## src/rtl/arcade_ram_bridge.sv

```systemverilog
// arcade_ram_bridge: connects an arcade card's byte-wide CPU RAM port to a
// request/acknowledge memory controller. Writes are posted through a
// one-entry buffer. Reads go through a one-entry cache. Every memory request
// has a timeout, so a controller that stops answering cannot hang the CPU.
module arcade_ram_bridge #(
    parameter int TIMEOUT_CYC = 1023
) (
    input  logic        CLK,
    input  logic        RST_N,
    input  logic        CS_N,
    input  logic        RD_N,
    input  logic        WR_N,
    input  logic [20:0] A,
    input  logic [7:0]  DI,
    output logic [7:0]  DO,
    output logic        BUSY,
    output logic        MEM_REQ,
    output logic        MEM_WE,
    output logic [20:0] MEM_ADDR,
    output logic [7:0]  MEM_DIN,
    input  logic [7:0]  MEM_DOUT,
    input  logic        MEM_ACK,
    output logic        ERR
);

    localparam int CW = $clog2(TIMEOUT_CYC + 1);

    typedef enum logic [1:0] {IDLE, WPOST, RFETCH, WAITWR} state_t;

    state_t        state_reg;
    logic          strobe_d_reg;
    logic [CW-1:0] tmo_cnt_reg;
    logic          cache_valid_reg;
    logic [20:0]   cache_tag_reg;
    logic [7:0]    cache_data_reg;
    logic [20:0]   rd_addr_reg;
    logic          pend_valid_reg;
    logic [20:0]   pend_addr_reg;
    logic [7:0]    pend_data_reg;

    logic strobe;
    logic start;
    logic start_wr;
    logic start_rd;
    logic hit;
    logic pend_hit;
    logic tmo_expire;

    // An access starts on the falling edge of either strobe while the card
    // RAM is selected. Strobes that are held low do not start a new access.
    assign strobe     = ~(RD_N & WR_N);
    assign start      = strobe & ~strobe_d_reg & ~CS_N;
    assign start_wr   = start & ~WR_N;
    assign start_rd   = start & WR_N & ~RD_N;
    assign hit        = cache_valid_reg && (cache_tag_reg == A);
    assign pend_hit   = cache_valid_reg && (cache_tag_reg == pend_addr_reg);
    assign tmo_expire = MEM_REQ && !MEM_ACK && (tmo_cnt_reg == CW'(TIMEOUT_CYC - 1));

    // Remember the previous strobe level so that start detection is edge-based
    always_ff @(posedge CLK or negedge RST_N) begin
        if (!RST_N) strobe_d_reg <= 1'b0;
        else        strobe_d_reg <= strobe;
    end

    // Main controller: write buffer, read cache, memory handshake and timeout
    always_ff @(posedge CLK or negedge RST_N) begin
        if (!RST_N) begin
            state_reg       <= IDLE;
            MEM_REQ         <= 1'b0;
            MEM_WE          <= 1'b0;
            MEM_ADDR        <= '0;
            MEM_DIN         <= '0;
            DO              <= 8'hFF;
            BUSY            <= 1'b0;
            ERR             <= 1'b0;
            tmo_cnt_reg     <= '0;
            cache_valid_reg <= 1'b0;
            cache_tag_reg   <= '0;
            cache_data_reg  <= '0;
            rd_addr_reg     <= '0;
            pend_valid_reg  <= 1'b0;
            pend_addr_reg   <= '0;
            pend_data_reg   <= '0;
        end else if (tmo_expire) begin
            // Give up on the request and release the CPU. The cache is
            // invalidated because its contents can no longer be trusted.
            MEM_REQ         <= 1'b0;
            MEM_WE          <= 1'b0;
            ERR             <= 1'b1;
            cache_valid_reg <= 1'b0;
            DO              <= 8'hFF;
            BUSY            <= 1'b0;
            pend_valid_reg  <= 1'b0;
            tmo_cnt_reg     <= tmo_cnt_reg + CW'(1);
            state_reg       <= IDLE;
        end else begin
            case (state_reg)
                IDLE: begin
                    // A stray MEM_ACK arriving here is ignored
                    if (start_wr) begin
                        MEM_ADDR    <= A;
                        MEM_DIN     <= DI;
                        MEM_REQ     <= 1'b1;
                        MEM_WE      <= 1'b1;
                        tmo_cnt_reg <= '0;
                        state_reg   <= WPOST;
                        if (hit) cache_data_reg <= DI;
                    end else if (start_rd) begin
                        if (hit) begin
                            DO <= cache_data_reg;
                        end else begin
                            DO          <= 8'hFF;
                            BUSY        <= 1'b1;
                            MEM_ADDR    <= A;
                            rd_addr_reg <= A;
                            MEM_REQ     <= 1'b1;
                            MEM_WE      <= 1'b0;
                            tmo_cnt_reg <= '0;
                            state_reg   <= RFETCH;
                        end
                    end
                end
                WPOST: begin
                    if (MEM_ACK) begin
                        // The buffered write retires here. A stalled write, or
                        // one that starts in this same cycle, refills the
                        // buffer immediately.
                        tmo_cnt_reg <= '0;
                        if (pend_valid_reg) begin
                            MEM_ADDR       <= pend_addr_reg;
                            MEM_DIN        <= pend_data_reg;
                            pend_valid_reg <= 1'b0;
                            BUSY           <= 1'b0;
                            if (pend_hit) cache_data_reg <= pend_data_reg;
                        end else if (start_wr) begin
                            MEM_ADDR <= A;
                            MEM_DIN  <= DI;
                            if (hit) cache_data_reg <= DI;
                        end else if (start_rd) begin
                            DO          <= 8'hFF;
                            BUSY        <= 1'b1;
                            MEM_ADDR    <= A;
                            rd_addr_reg <= A;
                            MEM_WE      <= 1'b0;
                            state_reg   <= RFETCH;
                        end else begin
                            MEM_REQ   <= 1'b0;
                            MEM_WE    <= 1'b0;
                            state_reg <= IDLE;
                        end
                    end else begin
                        tmo_cnt_reg <= tmo_cnt_reg + CW'(1);
                        if (start_wr && !pend_valid_reg) begin
                            // The buffer is full, so stall the CPU and hold
                            // the new write until the buffer drains.
                            pend_valid_reg <= 1'b1;
                            pend_addr_reg  <= A;
                            pend_data_reg  <= DI;
                            BUSY           <= 1'b1;
                        end else if (start_rd && !pend_valid_reg) begin
                            // The read must not pass the posted write
                            DO          <= 8'hFF;
                            BUSY        <= 1'b1;
                            rd_addr_reg <= A;
                            state_reg   <= WAITWR;
                        end
                    end
                end
                WAITWR: begin
                    // MEM_REQ stays high; it carries straight on into the fetch
                    if (MEM_ACK) begin
                        MEM_ADDR    <= rd_addr_reg;
                        MEM_WE      <= 1'b0;
                        tmo_cnt_reg <= '0;
                        state_reg   <= RFETCH;
                    end else begin
                        tmo_cnt_reg <= tmo_cnt_reg + CW'(1);
                    end
                end
                RFETCH: begin
                    if (MEM_ACK) begin
                        DO              <= MEM_DOUT;
                        cache_data_reg  <= MEM_DOUT;
                        cache_tag_reg   <= rd_addr_reg;
                        cache_valid_reg <= 1'b1;
                        BUSY            <= 1'b0;
                        MEM_REQ         <= 1'b0;
                        state_reg       <= IDLE;
                    end else begin
                        tmo_cnt_reg <= tmo_cnt_reg + CW'(1);
                    end
                end
                default: state_reg <= IDLE;
            endcase
        end
    end

endmodule

```

## config.mk

```make
export PLATFORM = sky130hd
export DESIGN_NAME = arcade_ram_bridge
export DESIGN_NICKNAME = d
export VERILOG_FILES = /design/src/rtl/arcade_ram_bridge.sv
export SDC_FILE = /design/constraint.sdc
export NUM_CORES = 1
export LEC_CHECK = 0
export CAP_MARGIN = 25
export CORE_UTILIZATION = 45
export DETAILED_ROUTE_END_ITERATION = 8
export HOLD_SLACK_MARGIN = 0.08
export PLACE_DENSITY_LB_ADDON = 0.1
export SLEW_MARGIN = 15
export SYNTH_ARGS = -nofsm -noshare
export SYNTH_HDL_FRONTEND = slang
export SYNTH_SLANG_ARGS = --single-unit
```

## constraint.sdc

```tcl
create_clock -name CLK -period 3.5 [get_ports CLK]
set_input_delay 0.7 -clock CLK [delete_from_list [all_inputs] [get_ports CLK]]
set_output_delay 0.7 -clock CLK [all_outputs]
set_load 0.03 [all_outputs]
```

# [Word-level counts from Yosys, hierarchy flattened]
# Cells that the tools add are included.
[word_totals] register_bits=135 inputBits=43 word_cells=197
[op_classes] reduce_logical=33 n_eq_ne=41 muxes=92 bitwise_logic=13 add_sub_neg=1
[op_table] cell="two-way mux 21 bit" count=14
[op_table] cell="two-way mux 8 bit" count=19
[op_table] cell="one-hot mux 21 bit (3 select lines)" count=1
[op_table] cell="two-way mux 10 bit" count=6
[op_table] cell="inequality test 3 bit, second input constant" count=18
[op_table] cell="one-hot mux 8 bit (3 select lines)" count=2
[op_table] cell="== test 21 bit" count=2
[op_table] cell="one-hot mux 21 bit (2 select lines)" count=1
[op_table] cell="inequality test 4 bit, second input constant" count=8
[op_table] cell="two-way mux 1 bit" count=31
[op_table] cell="one-hot mux 10 bit (3 select lines)" count=1
[op_table] cell="two-way mux 2 bit" count=12
[op_table] cell="AND reduction 8 bit" count=3
[op_table] cell="one-hot mux 8 bit (2 select lines)" count=1
[op_table] cell="inequality test 5 bit, second input constant" count=3
[op_table] cell="AND reduction 7 bit" count=2
[op_table] cell="inequality test 2 bit, second input constant" count=6
[op_table] cell="adder 10 x 1 -> 10 bit, second input constant" count=1
[op_table] cell="== test 10 bit, second input constant" count=1
[op_table] cell="AND reduction 10 bit" count=1
[op_table] cell="one-hot mux 1 bit (3 select lines)" count=3
[op_table] cell="AND reduction 3 bit" count=3
[op_table] cell="AND reduction 9 bit" count=1
[op_table] cell="nonzero test 3 bit" count=3
[op_table] cell="14 further kinds" count=37

# [Depth between registers and ports, before layout]
[depth] depth_word=12 ltp_mapped=10 ltp_nobuf=8

# [Worst setup path after synthesis]
# Ideal clock, no wire load.
[synth_path] path_type="in2reg" start="input port RD_N" end="register state_reg[0]" arrival_time_ns=2.347 path_slack_ns=1.026 n_path_buf=1 path_stages=7 cell_sequence="or4b_1 -> buf_2 -> nor3_2 -> o41ai_2 -> nand2b_1 -> o32ai_2 -> mux2_1"
[synth_via] elab_chain_cells=9
[synth_lines] element="start, declared" line="11" rtl="input logic RD_N,"
[synth_lines] element="bitwise AND 1 bit" line="51" rtl="assign strobe = ~(RD_N & WR_N);"
[synth_lines] element="inverter 1 bit" line="51"
[synth_lines] element="bitwise AND 1 bit (2 in series)" line="52" rtl="assign start = strobe & ~strobe_d_reg & ~CS_N;"
[synth_lines] element="bitwise AND 1 bit (2 in series)" line="54" rtl="assign start_rd = start & WR_N & ~RD_N;"
[synth_lines] element="logical AND 1 bit" line="160" rtl="end else if (start_rd && !pend_valid_reg) begin"
[synth_lines] element="inequality test 4 bit (no line)"
[synth_lines] element="AND reduction 8 bit (no line)"
[synth_lines] element="end signal, assigned" line="68" rtl="state_reg <= IDLE;"
[synth_lines] element="end signal, assigned" line="165" rtl="state_reg <= WAITWR;"
[synth_lines] element="end signal, assigned" line="175" rtl="state_reg <= RFETCH;"
[synth_lines] element="end, declared" line="30" rtl="state_t state_reg;"
# Several ways; a longest one is shown, not always the timed one.
# A chain may end at the register's enable or synchronous reset.

# [Worst setup path after layout]
[layout_path] start="input port A[14]" end="register cache_data_reg[7]"
[layout_via] elab_chain_cells=7
[layout_lines] element="start, declared" line="13" rtl="input logic [20:0] A,"
[layout_lines] element="== test 21 bit (*)" line="55" rtl="assign hit = cache_valid_reg && (cache_tag_reg == A);"
[layout_lines] element="logical AND 1 bit (*)" line="55"
[layout_lines] element="two-way mux 8 bit (*) (2 in series)"
[layout_lines] element="two-way mux 8 bit (2 in series)"
[layout_lines] element="one-hot mux 8 bit (3 select lines) (*)"
[layout_lines] element="end signal, assigned" line="134" rtl="if (pend_hit) cache_data_reg <= pend_data_reg;"
[layout_lines] element="end, declared" line="35" rtl="logic [7:0] cache_data_reg;"
# Mark *: on every way between the ends. The rest lies on a longest branch, timed or not. The select of a mux whose other input is x is not followed.

==> flow_summary.ini <==
[floorplan]
row_count = 46
die_h_um = 129
io_pins = 84
dieArea_um2 = 16600
start_util_pct = 45.8
chipWidth_um = 129
core-area_um2 = 15800

[setup_path]
startpoint_type = input pin
cp_data_required_time_ns = 3.81
worstReg2RegEnd = cache_data_reg[6]
worstReg2RegStart = state_reg[1]
cp_top_family = simple AND/OR/NAND/NOR gates
worstSetupEndpointType = flip-flop
startpoint = A[14]
crit_fanout = 8
cp.arrival_ns = 3.15
cp_num_buf_inv = 2
slowest_delay_ns = 0.51
reg2reg_slack_ns = 0.72
reg2reg_depth = 7
path_cells = clkdlybuf4s50_1 -> xnor2_1 -> nand4_1 -> nor4_4 -> buf_4 -> nand3_1 -> o31a_1 -> o22a_1
critical_path_class = in2reg
critPathSlowestCell = clkdlybuf4s50_1

[routing]
dr.pass1.iters = 5
first_iter_violations = 378
viasPerCell = 5.76
ant_nets = 0
wl_per_cell_um = 19.2
drc = 0
vias = 5822
routed_wl_mm = 19.4

[cts]
clock-root-buffer = clkbuf_16
cts.sinks = 135
post_cts_resize_count = 0
clkLatencyLatePin_ns = 0.42
cts-htree-levels = 4
clockBufferDepth = 2
cts_made_buffers = 17
clk_pin_slew_ns = 0.06
cts_tree = yes
postCtsHoldBufs = 0
cts_setup_buffers = 0

[finish]
area_growth_pct = 23.8
fin_nets = 832
multi_input_area_um2 = 3670
final_util_pct = 56.7
n_antenna_cell = 0
fillers = 1401
drive_gt1_share_pct = 20.7
seq_area_um2 = 3390

[timing]
finalHoldViolations = 0
fin_crit_ns = 2.84
fmax_mhz = 353
fin_crit_sh_pct = 81.1
timing.final.ws_setup_ns = 0.663
grt_setup_unrepaired = no
slew_headroom_pct = 48.0
fin_hold_ws_ns = 0.336
slew_violations = 0
finalSetupTns_ns = 0
fin_skew_ns = 0.0128
worst_pin_slew_ns = 0.781
setup-violations-final = 0

[global_route]
grt_pass1_wl_mm = 31.8
grt_pass1_vias = 5977
track_usage_pct = 25.2
antenna_found_initial = 0
grt_overflow_total = 0
grt_max_degree = 84

[synth]
synth_area_leaders = dfrtp_1 (44%), mux2_2 (14%), xnor2_1 (5.0%), nor2_1 (3.5%), a31oi_1 (3.4%)
yosys.area.top_type_share_pct = 43.9
synth_top_area_cell = dfrtp_1
yosys_warnings = 0
syn-num-nets = 756
synth_commonest_cells = dfrtp_1 (127), mux2_2 (92), nor2_1 (67)
ys_seq_elements = 135
syn-cell-area_um2 = 7240
synth.avg_cell_area_um2 = 10.2
post-synth-top-count-cell = dfrtp_1
synth-seq-area-share_pct = 46.8
yosys.cell_types.count = 60
synth-async-reset-ratio_pct = 100
synth_ff_type = dfrtp_1
synth_edf_count = 0
synth_cells = 707

[worst_hold_path]
hp-class = in2async

[pwr]
p_leak_nw = 3.72
peakVddDrop_v = 0.000470
powerDensity_nw_per_um2 = 892
p_total_mw = 7.99

[outcome]
status = completed

[placed_design]
place_ws_ns = 0.222
dp_hpwl_mm = 12.8
gp_congestion = 0.850
io_buffers = 83

[job]
max_cap_viol_count = 0
-- report_power, final --
part	switching, mW	internal (mW)
Sequential	0.440	2.17
Clock	0.667	1.22
Combinational	1.97	1.52
-- cells by family (layout without fill, tap and decap cells) --
group                      count (synthesis)  after routing  synth area share (%)
DFF                                      135            135                  46.8
adders and majority gates                  6              6                  1.04
muxes                                     96             96                  14.9
buffers and inverters                     53            140                  3.16
xor gates and xnor gates                  42             42                  5.08
and+or+nand+nor                          196            196                  12.5
AOI/OAI and AO/OA                        179            179                  16.5
-- metrics by stage --
stage,instances,instance area [um2]
after floorplan,707,7240
after global placement,980,8360
after detailed placement,980,8360
after CTS,1010,8970
after global routing,1010,8970
final,1010,8970
-- layout make-up --
type                       instances  share of cell area, %
multi-input combinational        519                   40.9
sequential                       135                   37.8
tap                              216                   3.01
inverter                           5                  0.209
clock inverter                     7                   1.60
timing repair buffer             105                   11.3
clock buffer                      23                   5.22
-- cells in the final DEF (no fill, tap or decap), types with 4 or more instances in the layout --
master,Yosys,layout
bufinv_16,0,4
ha_1,6,6
o22ai_1,8,8
clkbuf_16,0,17
a21boi_0,9,9
nand2b_1,5,5
o21ai_0,30,30
mux2_2,92,92
o31a_1,9,9
and3_1,4,4
a22oi_1,21,21
buf_4,4,21
a31oi_1,39,38
clkbuf_1,33,4
nor2_1,67,67
clkdlybuf4s50_1,0,82
dfrtp_1,127,127
o21ai_1,7,7
o22a_1,8,8
nand4_1,11,11
nand2_1,60,60
dfstp_2,8,8
inv_1,5,5
xnor2_1,41,41
a21oi_1,26,26
nand3_1,25,25
nor3_1,5,4
-- layer usage --
metal / wire [um] / global-route usage (%) / vias to the layer above
met2: 9640 / 42.7 / 150
met4: 380 / 9.48 / 0
met3: 860 / 5.36 / 26
met1: 8550 / 31.7 / 2914
li1: - / - / 2732
met5: 0 / 0 / -
-- worst reg2reg max path: cells and delay by family (launching register included) --
kind / cells / cell delay (ns)
flip-flops: 1 / 0.40
adder cells (fa/ha/maj): 1 / 0.20
AND/OR/NAND/NOR: 2 / 0.57
AO/OA/AOI/OAI: 2 / 0.97
buffers and inverters: 2 / 0.54
-- how the worst max path moves through the flow --
| stage | slack, ns | endpoint | cells past startpoint |
|---|---|---|---|
| 2_1_floorplan | 1.03 | state_reg[0] | 7 |
| 3_3_place_gp | 0.25 | cache_data_reg[6] | 8 |
| 3_5_place_dp | 0.22 | cache_data_reg[7] | 8 |
| 4_1_cts | 0.66 | cache_data_reg[7] | 8 |
| 5_1_grt | 0.52 | cache_data_reg[6] | 7 |
| 6_report | 0.66 | cache_data_reg[7] | 8 |
No activity file was read; power rests on OpenSTA's default activity.
